### src/rtl/async_arm_pkg.sv
// Shared definitions for the async ARM datapath blocks: FSM state encoding
// and default data/address widths.
// Build option: define WB_DUAL_WRITE_EN to enable the second result write
// (adds the WR2 state).
package async_arm_pkg;

   localparam int DATA_W_DEF = 32;
   localparam int ADDR_W_DEF = 4;

`ifdef WB_DUAL_WRITE_EN
   typedef enum logic [2:0] {
      IDLE  = 3'd0,
      WR1   = 3'd1,
      WR2   = 3'd2,
      ACK   = 3'd3,
      DRAIN = 3'd4
   } wb_state_t;
`else
   typedef enum logic [2:0] {
      IDLE  = 3'd0,
      WR1   = 3'd1,
      ACK   = 3'd3,
      DRAIN = 3'd4
   } wb_state_t;
`endif

endpackage

### src/rtl/writeback_sync_ff.sv
// sync_ff: DEPTH-flop synchronizer bringing an asynchronous level into the
// clk domain. Async active-low reset clears the whole chain.
module sync_ff #(
   parameter int DEPTH = 2
) (
   input  logic clk,
   input  logic reset,
   input  logic d,
   output logic q
);

   logic [DEPTH-1:0] stages;

   // Shift the incoming level through the chain; the oldest bit is the output.
   always_ff @(posedge clk or negedge reset) begin
      if (!reset) begin
         stages <= '0;
      end else begin
         stages <= (stages << 1) | DEPTH'(d);
      end
   end

   assign q = stages[DEPTH-1];

endmodule

### src/rtl/writeback.sv
// writeback: takes ALU results over a 2-phase toggle handshake, writes them
// into the register bank over a second 2-phase handshake, and registers the
// CPSR. Both handshake acknowledges are synchronized before use.
// Build option: WB_DUAL_WRITE_EN enables writing the second ALU result
// (dataIn2/addrIn2/w2); without it those inputs are ignored and WR2 is absent.
module writeback
   import async_arm_pkg::*;
#(
   parameter int DATA_W      = DATA_W_DEF,
   parameter int ADDR_W      = ADDR_W_DEF,
   parameter int SYNC_STAGES = 2
) (
   input  logic              clk,
   input  logic              reset,
   input  logic [DATA_W-1:0] dataIn1,
   input  logic [DATA_W-1:0] dataIn2,
   input  logic [ADDR_W-1:0] addrIn1,
   input  logic [ADDR_W-1:0] addrIn2,
   input  logic              w,
   input  logic              w2,
   input  logic [DATA_W-1:0] cpsrIn,
   input  logic              readyIn,
   output logic              triggerOut,
   output logic [DATA_W-1:0] dataOutRB,
   output logic [ADDR_W-1:0] addrOutRB,
   output logic              triggerOutRB,
   input  logic              readyInRB,
   output logic [DATA_W-1:0] cpsrOut,
   output logic              busy,
   output logic [7:0]        wrCount
);

   logic      rdy_s;
   logic      ack_s;
   wb_state_t state;

`ifdef WB_DUAL_WRITE_EN
   logic [DATA_W-1:0] cap_data2;
   logic [ADDR_W-1:0] cap_addr2;
   logic              cap_w2;
`else
   logic unused_second_result;
   assign unused_second_result = ^{w2, dataIn2, addrIn2};
`endif

   sync_ff #(.DEPTH(SYNC_STAGES)) u_sync_rdy (
      .clk   (clk),
      .reset (reset),
      .d     (readyIn),
      .q     (rdy_s)
   );

   sync_ff #(.DEPTH(SYNC_STAGES)) u_sync_ack (
      .clk   (clk),
      .reset (reset),
      .d     (readyInRB),
      .q     (ack_s)
   );

   // Transaction FSM: capture a result, issue its regbank writes one at a time,
   // then acknowledge the ALU and wait for its ready to drop.
   always_ff @(posedge clk or negedge reset) begin
      if (!reset) begin
         state        <= IDLE;
         triggerOut   <= 1'b0;
         triggerOutRB <= 1'b0;
         dataOutRB    <= '0;
         addrOutRB    <= '0;
         cpsrOut      <= '0;
         wrCount      <= 8'd0;
`ifdef WB_DUAL_WRITE_EN
         cap_data2    <= '0;
         cap_addr2    <= '0;
         cap_w2       <= 1'b0;
`endif
      end else begin
         case (state)
            IDLE: begin
               if (rdy_s) begin
                  cpsrOut <= cpsrIn;
`ifdef WB_DUAL_WRITE_EN
                  cap_data2 <= dataIn2;
                  cap_addr2 <= addrIn2;
                  cap_w2    <= w2;
`endif
                  if (w) begin
                     dataOutRB    <= dataIn1;
                     addrOutRB    <= addrIn1;
                     triggerOutRB <= ~triggerOutRB;
                     state        <= WR1;
`ifdef WB_DUAL_WRITE_EN
                  end else if (w2) begin
                     dataOutRB    <= dataIn2;
                     addrOutRB    <= addrIn2;
                     triggerOutRB <= ~triggerOutRB;
                     state        <= WR2;
`endif
                  end else begin
                     state <= ACK;
                  end
               end
            end
            WR1: begin
               if (ack_s == triggerOutRB) begin
                  wrCount <= wrCount + 8'd1;
`ifdef WB_DUAL_WRITE_EN
                  if (cap_w2) begin
                     dataOutRB    <= cap_data2;
                     addrOutRB    <= cap_addr2;
                     triggerOutRB <= ~triggerOutRB;
                     state        <= WR2;
                  end else begin
                     state <= ACK;
                  end
`else
                  state <= ACK;
`endif
               end
            end
`ifdef WB_DUAL_WRITE_EN
            WR2: begin
               if (ack_s == triggerOutRB) begin
                  wrCount <= wrCount + 8'd1;
                  state   <= ACK;
               end
            end
`endif
            ACK: begin
               triggerOut <= ~triggerOut;
               state      <= DRAIN;
            end
            DRAIN: begin
               if (!rdy_s) begin
                  state <= IDLE;
               end
            end
            default: begin
               state <= IDLE;
            end
         endcase
      end
   end

   assign busy = (state != IDLE);

endmodule

### config.mk
export PLATFORM = sky130hd
export DESIGN_NAME = writeback
export DESIGN_NICKNAME = d
export VERILOG_FILES = /design/src/rtl/async_arm_pkg.sv /design/src/rtl/writeback_sync_ff.sv /design/src/rtl/writeback.sv
export SDC_FILE = /design/constraint.sdc
export NUM_CORES = 1
export LEC_CHECK = 0
export CORE_MARGIN = 4
export CORE_UTILIZATION = 38
export CTS_CLUSTER_DIAMETER = 30
export DETAILED_ROUTE_END_ITERATION = 8
export PLACE_DENSITY_LB_ADDON = 0.05
export SYNTH_ARGS = -nofsm -noshare
export SYNTH_HDL_FRONTEND = slang
export SYNTH_SLANG_ARGS = --single-unit
### constraint.sdc
create_clock -name clk -period 1.9 [get_ports clk]
set_input_delay 0.38 -clock clk [delete_from_list [all_inputs] [get_ports clk]]
set_output_delay 0.38 -clock clk [all_outputs]
set_load 0.01 [all_outputs]
==> results of run 1 <==
[power by group]
part	internal, uW	total, uW	switching (uW)
registers	2660	3140	476
clock network	741	1360	615
logic	2350	3690	1340
[through the flow]
step                instances  util (%)  setup slack, ns  power, uW  hold slack, ns
finish                    473      62.6           0.0599       8180           0.351
global route              473      62.6          0.00591       8740           0.365
CTS                       472      62.5           0.0239       8300           0.353
detailed placement        455      59.8           0.0991       6930           0.315
global placement          455      59.8           0.0943       6860           0.310
floorplan                 196         -            0.233       4710          0.0844
[cells in the final DEF (no fill, tap or decap), types with 2 or more instances in the layout]
master | Yosys | layout
and4_1 | 2 | 2
clkbuf_1 | 0 | 3
and3_1 | 2 | 2
mux2_1 | 29 | 29
bufinv_16 | 0 | 2
nor2_1 | 2 | 2
nand4_1 | 3 | 3
nand3_1 | 3 | 3
nand2_1 | 2 | 2
buf_12 | 0 | 2
nor3_1 | 2 | 2
dfrtp_1 | 85 | 84
xnor2_1 | 10 | 10
clkbuf_8 | 0 | 9
mux2_2 | 40 | 40
buf_4 | 0 | 10
clkdlybuf4s50_1 | 0 | 149
[path summary, 6_finish.rpt]
kind | cells after the start | slack [ns] | endpoint
setup / recovery | 2 | 0.06 | busy
hold / removal | 0 | 0.35 | u_sync_rdy.stages[1]
setup reg to reg | 3 | 0.15 | cpsrOut[13]
hold reg to reg | 0 | 0.35 | u_sync_rdy.stages[1]
max in group asynchronous | 3 | 0.87 | dataOutRB[6]
min in group asynchronous | 2 | 0.48 | addrOutRB[0]
[worst max-delay path, cell delays in order, from the launching register on]
cell and delay [ns]:
dfrtp_2 0.45, or3_1 0.38, dlygate4sd2_1 0.30
[cell type report]
type / count / share of cell area, %
Tap cell: 105 / 2.56
Clock buffer: 12 / 2.63
Sequential cell: 85 / 41.4
Timing Repair Buffer: 163 / 31.6
Clock inverter: 4 / 1.41
Multi-Input combinational cell: 104 / 20.4
[layer usage]
| layer | global-route usage, % | vias to the layer above | part of all wire (%) |
|---|---|---|---|
| met1 | 19.3 | 1084 | 41 |
| met3 | 7.16 | 5 | 11 |
| li1 | - | 1030 | - |
| met4 | 4.73 | 0 | 0.84 |
| met5 | 0 | - | 0 |
| met2 | 23.0 | 84 | 47 |
[state kept, by name, summed over array words and instances (netlist names)]
register           cells
u_sync_ack.stages      2
u_sync_rdy.stages      2
state                  3
wrCount                8
dataOutRB             32
triggerOut             1
triggerOutRB           1
addrOutRB              4
cpsrOut               32
[what timing repair did]
action / CTS / global route
hold buffers: 1 / 0
hold endpoints to repair: 22 / 0
setup endpoints to repair: 1 / 1
buffers inserted: 0 / 1
pin swaps: 0 / 0
resized for setup: 2 / 0
[kinds of logic (layout without fill, tap and decap cells)]
logic type | after synthesis | in the layout | synth area share, %
buffers and inverters | 7 | 179 | 1.09
XOR/XNOR | 10 | 10 | 2.73
AND/OR/NAND/NOR | 23 | 23 | 5.07
multiplexers | 69 | 69 | 24.2
adder cells (fa/ha/maj) | 1 | 1 | 0.390
AO/OA/AOI/OAI | 1 | 1 | 0.234
flip-flops | 85 | 85 | 66.3
==> flow_summary_export.csv, run 1 <==
group,metric,value,unit
synth,synth.most_common_cell,"dfrtp_1",
synth,yosysSeqAreaShare,66.3,%
synth,synth_fp_nets,307,
sta,rsz0062_at_grt,"no",
detailed_routing,wl_per_cell,15.2,um
synth,synth.distinct_cells,21,
synth,yosysTopAreaCell,"dfrtp_1",
sta,slew_headroom,72.9,%
synth,synth.top_cells.by_count,"dfrtp_1 (85), mux2_2 (40), mux2_1 (29), xnor2_1 (10), buf_2 (7)",
sta,final_hold_viol_count,0,
cts,cts_sinks,85,
placed_design,routabilityCongestion,0.739,
min_path,min_from,"u_sync_rdy.stages[0]",
sta,worst_slew_pin_slew,0.406,ns
worst_setup_path,critPathKind,"flop to output pin",
finish,final_nets,474,
finish,diodes,0,
worst_setup_path,cp.required,1.52,ns
global_routing,gr-usage-all-layers,15.1,%
detailed_routing,drtIter0Drc,33,
power_and_ir_drop,p_per_area,1590,nW/um^2
cts,cts_root_buffer,"clkbuf_8",
synth,synth_top_area_share,66.3,%
floorplanning,die_w,99.9,um
detailed_routing,wirelength,7180,um
power_and_ir_drop,p_leak,0.00215,uW
sta,slew_viol_final,0,
global_routing,grt_pass1_vias,2299,
cts,tritoncts,"done",
finish,final_area,5140,um^2
synth,synth_edf_count,0,
min_path,hold_path.class,"flop to flop",
worst_setup_path,r2r-start,"state[2]",
synth,synth_area,3210,um^2
sta,setup_viol,0,
synth,ys.flop_type,"dfrtp_1",
sta,period_share,96.8,%
global_routing,grt_remaining_overflow,0,
worst_setup_path,crit_path_end_kind,"output pin",
synth,synthTopCellsByArea,"dfrtp_1 (66%), mux2_2 (14%), mux2_1 (10%), xnor2_1 (2.7%), buf_2 (1.1%)",
sta,layout_min_cycle_time,1.84,ns
cts,cts_buffer_depth,2,
placed_design,hpwl,5390,um
sta,clock_skew,0.0120,ns
detailed_routing,postRouteAntennaNets,0,
synth,ys.warnings.count,0,
worst_setup_path,critPathLaunchType,"flop",
global_routing,grt_antenna_before_repair,0,
cts,numCtsBuffers,9,
floorplanning,initial_core_util,39.1,%
cts,clkSlewWorstSetupHoldPaths,0.08,ns
finish,multi_input_area,1050,um^2
floorplanning,coreArea,8220,um^2
global_routing,grt_first_pass_wirelength,11800,um
placed_design,dpl_cell_area,4910,um^2
detailed_routing,vias,2203,
worst_setup_path,cp_max_fo,4,
finish,nFillCells,688,
floorplanning,fp-row-count,33,
cts,htree_levels,3,
finish,register_area,2130,um^2
synth,syn_avg_cell_area,16.4,um^2
synth,syn_inst,196,
floorplanning,die-height,99.9,um
detailed_routing,drt-pass1-iter-count,4,
global_routing,grt_max_degree,33,
floorplanning,pin_count,189,
run,maxCapViolations,0,
floorplanning,dieArea,9980,um^2
detailed_routing,viasPerCell,4.66,
worst_setup_path,critPathArrivalTime,1.46,ns
sta,setup_tns,0,ns
power_and_ir_drop,ir_drop,0.750,mV
finish,drive_gt1_share,18.5,%
worst_setup_path,crit_start,"state[2]",
placed_design,io_buffers,151,
cts,worstSkewPairLatency,0.34,ns
detailed_routing,drc,0,
finish,area_growth,60.2,%
synth,synth_async_sr_flop_share,100,%
sta,fmax,543,MHz
synth,ys_ff_latch,85,
status,status,"complete, no violations",
(Power assumes the default switching activity.)
==> run 2, diff against run 1 <==
PLACE_DENSITY = 0.86   (was unset)
PLACE_DENSITY_LB_ADDON = unset   (was 0.05)
==> run 2 against run 1 <==
Sequential cell count is the same. Sequential share of layout area increased by 0.40 points. Power fell by 1.5%. Maximum frequency is 0.76% higher. Clock skew down 0.0042 ns. Non-clock buffer count decreased by 4.
==> flow_summary_export.csv, run 2 (synthesis results as in run 1) <==
group,metric,value,unit
finish,final_nets,470,
detailed_routing,viasPerCell,4.70,
floorplanning,coreArea,8220,um^2
floorplanning,die-height,99.9,um
detailed_routing,wirelength,7250,um
placed_design,io_buffers,151,
worst_setup_path,critPathKind,"flop to output pin",
worst_setup_path,rrSetupSlack,0.12,ns
worst_setup_path,max_stage_delay,0.46,ns
sta,fmax,548,MHz
power_and_ir_drop,p_total,8060,uW
placed_design,routabilityCongestion,0.689,
finish,drive_gt1_share,18.5,%
sta,worst_slew_pin_slew,0.465,ns
power_and_ir_drop,p_leak,0.00213,uW
global_routing,grt_pass1_vias,2368,
detailed_routing,wl_per_cell,15.5,um
sta,setup_viol,0,
cts,cts_root_buffer,"clkbuf_8",
detailed_routing,postRouteAntennaNets,0,
finish,reg_top3,"cpsrOut x32, dataOutRB x32, wrCount x8",
floorplanning,dieArea,9980,um^2
finish,stdcell_count,468,
sta,final_hold_viol_count,0,
cts,numCtsBuffers,9,
worst_setup_path,critPathArrivalTime,1.45,ns
min_path,hold_path.class,"input port to async pin",
status,status,"complete, no violations",
cts,tritoncts,"done",
floorplanning,die_w,99.9,um
floorplanning,fp-row-count,33,
global_routing,grt_max_degree,86,
sta,slew_headroom,69.0,%
finish,multi_input_area,1050,um^2
placed_design,hpwl,5470,um
cts,holdBufCountCts,0,
detailed_routing,drt-pass1-iter-count,4,
sta,setup_tns,0,ns
sta,rsz0062_at_grt,"no",
detailed_routing,vias,2201,
detailed_routing,drtIter0Drc,50,
finish,nFillCells,653,
run,maxCapViolations,0,
sta,clock_skew,0.00783,ns
floorplanning,pin_count,189,
finish,post-route-util,62.0,%
sta,worst_slack,0.0738,ns
finish,register_area,2130,um^2
worst_setup_path,cp_max_fo,7,
placed_design,preCtsSetupSlack,0.193,ns
global_routing,grt_antenna_before_repair,0,
worst_setup_path,crit_path_end_kind,"output pin",
floorplanning,initial_core_util,39.1,%
cts,worstSkewPairLatency,0.34,ns
finish,diodes,0,
sta,layout_min_cycle_time,1.83,ns
global_routing,gr-usage-all-layers,15.1,%
cts,cts_sinks,85,
worst_setup_path,cp.required,1.52,ns
power_and_ir_drop,ir_drop,0.845,mV
worst_setup_path,crit_chain,"or3_1 -> dlygate4sd2_1",
cts,clkSlewWorstSetupHoldPaths,0.08,ns
finish,layout_commonest_cell,"clkdlybuf4s50_1",
worst_setup_path,r2r-start,"state[2]",
worst_setup_path,critPathLaunchType,"flop",
sta,period_share,96.1,%
detailed_routing,drc,0,
finish,final_cell_mix,"clkdlybuf4s50_1 (149), dfrtp_1 (83), mux2_2 (40)",
worst_setup_path,slowest_stage,"dfrtp_2",
global_routing,grt_remaining_overflow,0,
worst_setup_path,crit_start,"state[0]",
sta,slew_viol_final,0,
power_and_ir_drop,p_per_area,1580,nW/um^2
cts,cts_buffer_depth,2,
placed_design,dp_cells,451,
cts,htree_levels,3,
finish,area_growth,58.7,%
global_routing,grt_first_pass_wirelength,11900,um
-- run 2: power breakdown --
part,switching (uW),internal [uW]
clock network,588,594
logic,1350,2360
registers,500,2670
total,2440,5620
-- run 2: critical path, delay by kind of cell (launching register included) --
kind,cells,cell delay [ns]
buffers and inverters,1,0.30
flip-flops,1,0.46
AND/OR/NAND/NOR,1,0.36
-- run 2: path summary, 6_finish.rpt --
path | end | depth (start not counted)
max | busy | 2
min | wrCount[5] | 2
max reg2reg | cpsrOut[11] | 4
min reg2reg | u_sync_rdy.stages[1] | 0
max in group asynchronous | cpsrOut[11] | 2
min in group clk | u_sync_rdy.stages[1] | 0
-- run 2: through the flow --
| stage | cell area [um^2] | hold WS, ns |
|---|---|---|
| finish | 5090 | 0.0361 |
| global route | 5090 | 0.0829 |
| CTS | 5080 | 0.0692 |
| detailed placement | 4900 | 0.338 |
| global placement | 4900 | 0.333 |
| floorplan | 3210 | 0.0844 |
-- run 2: layout make-up --
cell class,count,share of cell area [%]
clock inverters,5,1.03
multi-input cells,104,20.6
well taps,105,2.58
flip-flops and latches,85,41.8
repair buffers,159,31.5
clock buffers,10,2.51
-- run 2: routing by layer --
layer / GRT usage, % / routed length (um) / up-vias
met5: 0 / 0 / -
met3: 6.60 / 723 / 4
met1: 17.5 / 2690 / 1089
met4: 3.78 / 42 / 0
met2: 25.9 / 3800 / 89
li1: - / - / 1019
-- run 2: what timing repair did --
| action | CTS | global route |
|---|---|---|
| gates resized for setup | 3 | 0 |
| endpoints found under the setup margin | 1 | 1 |
| setup buffers | 0 | 2 |
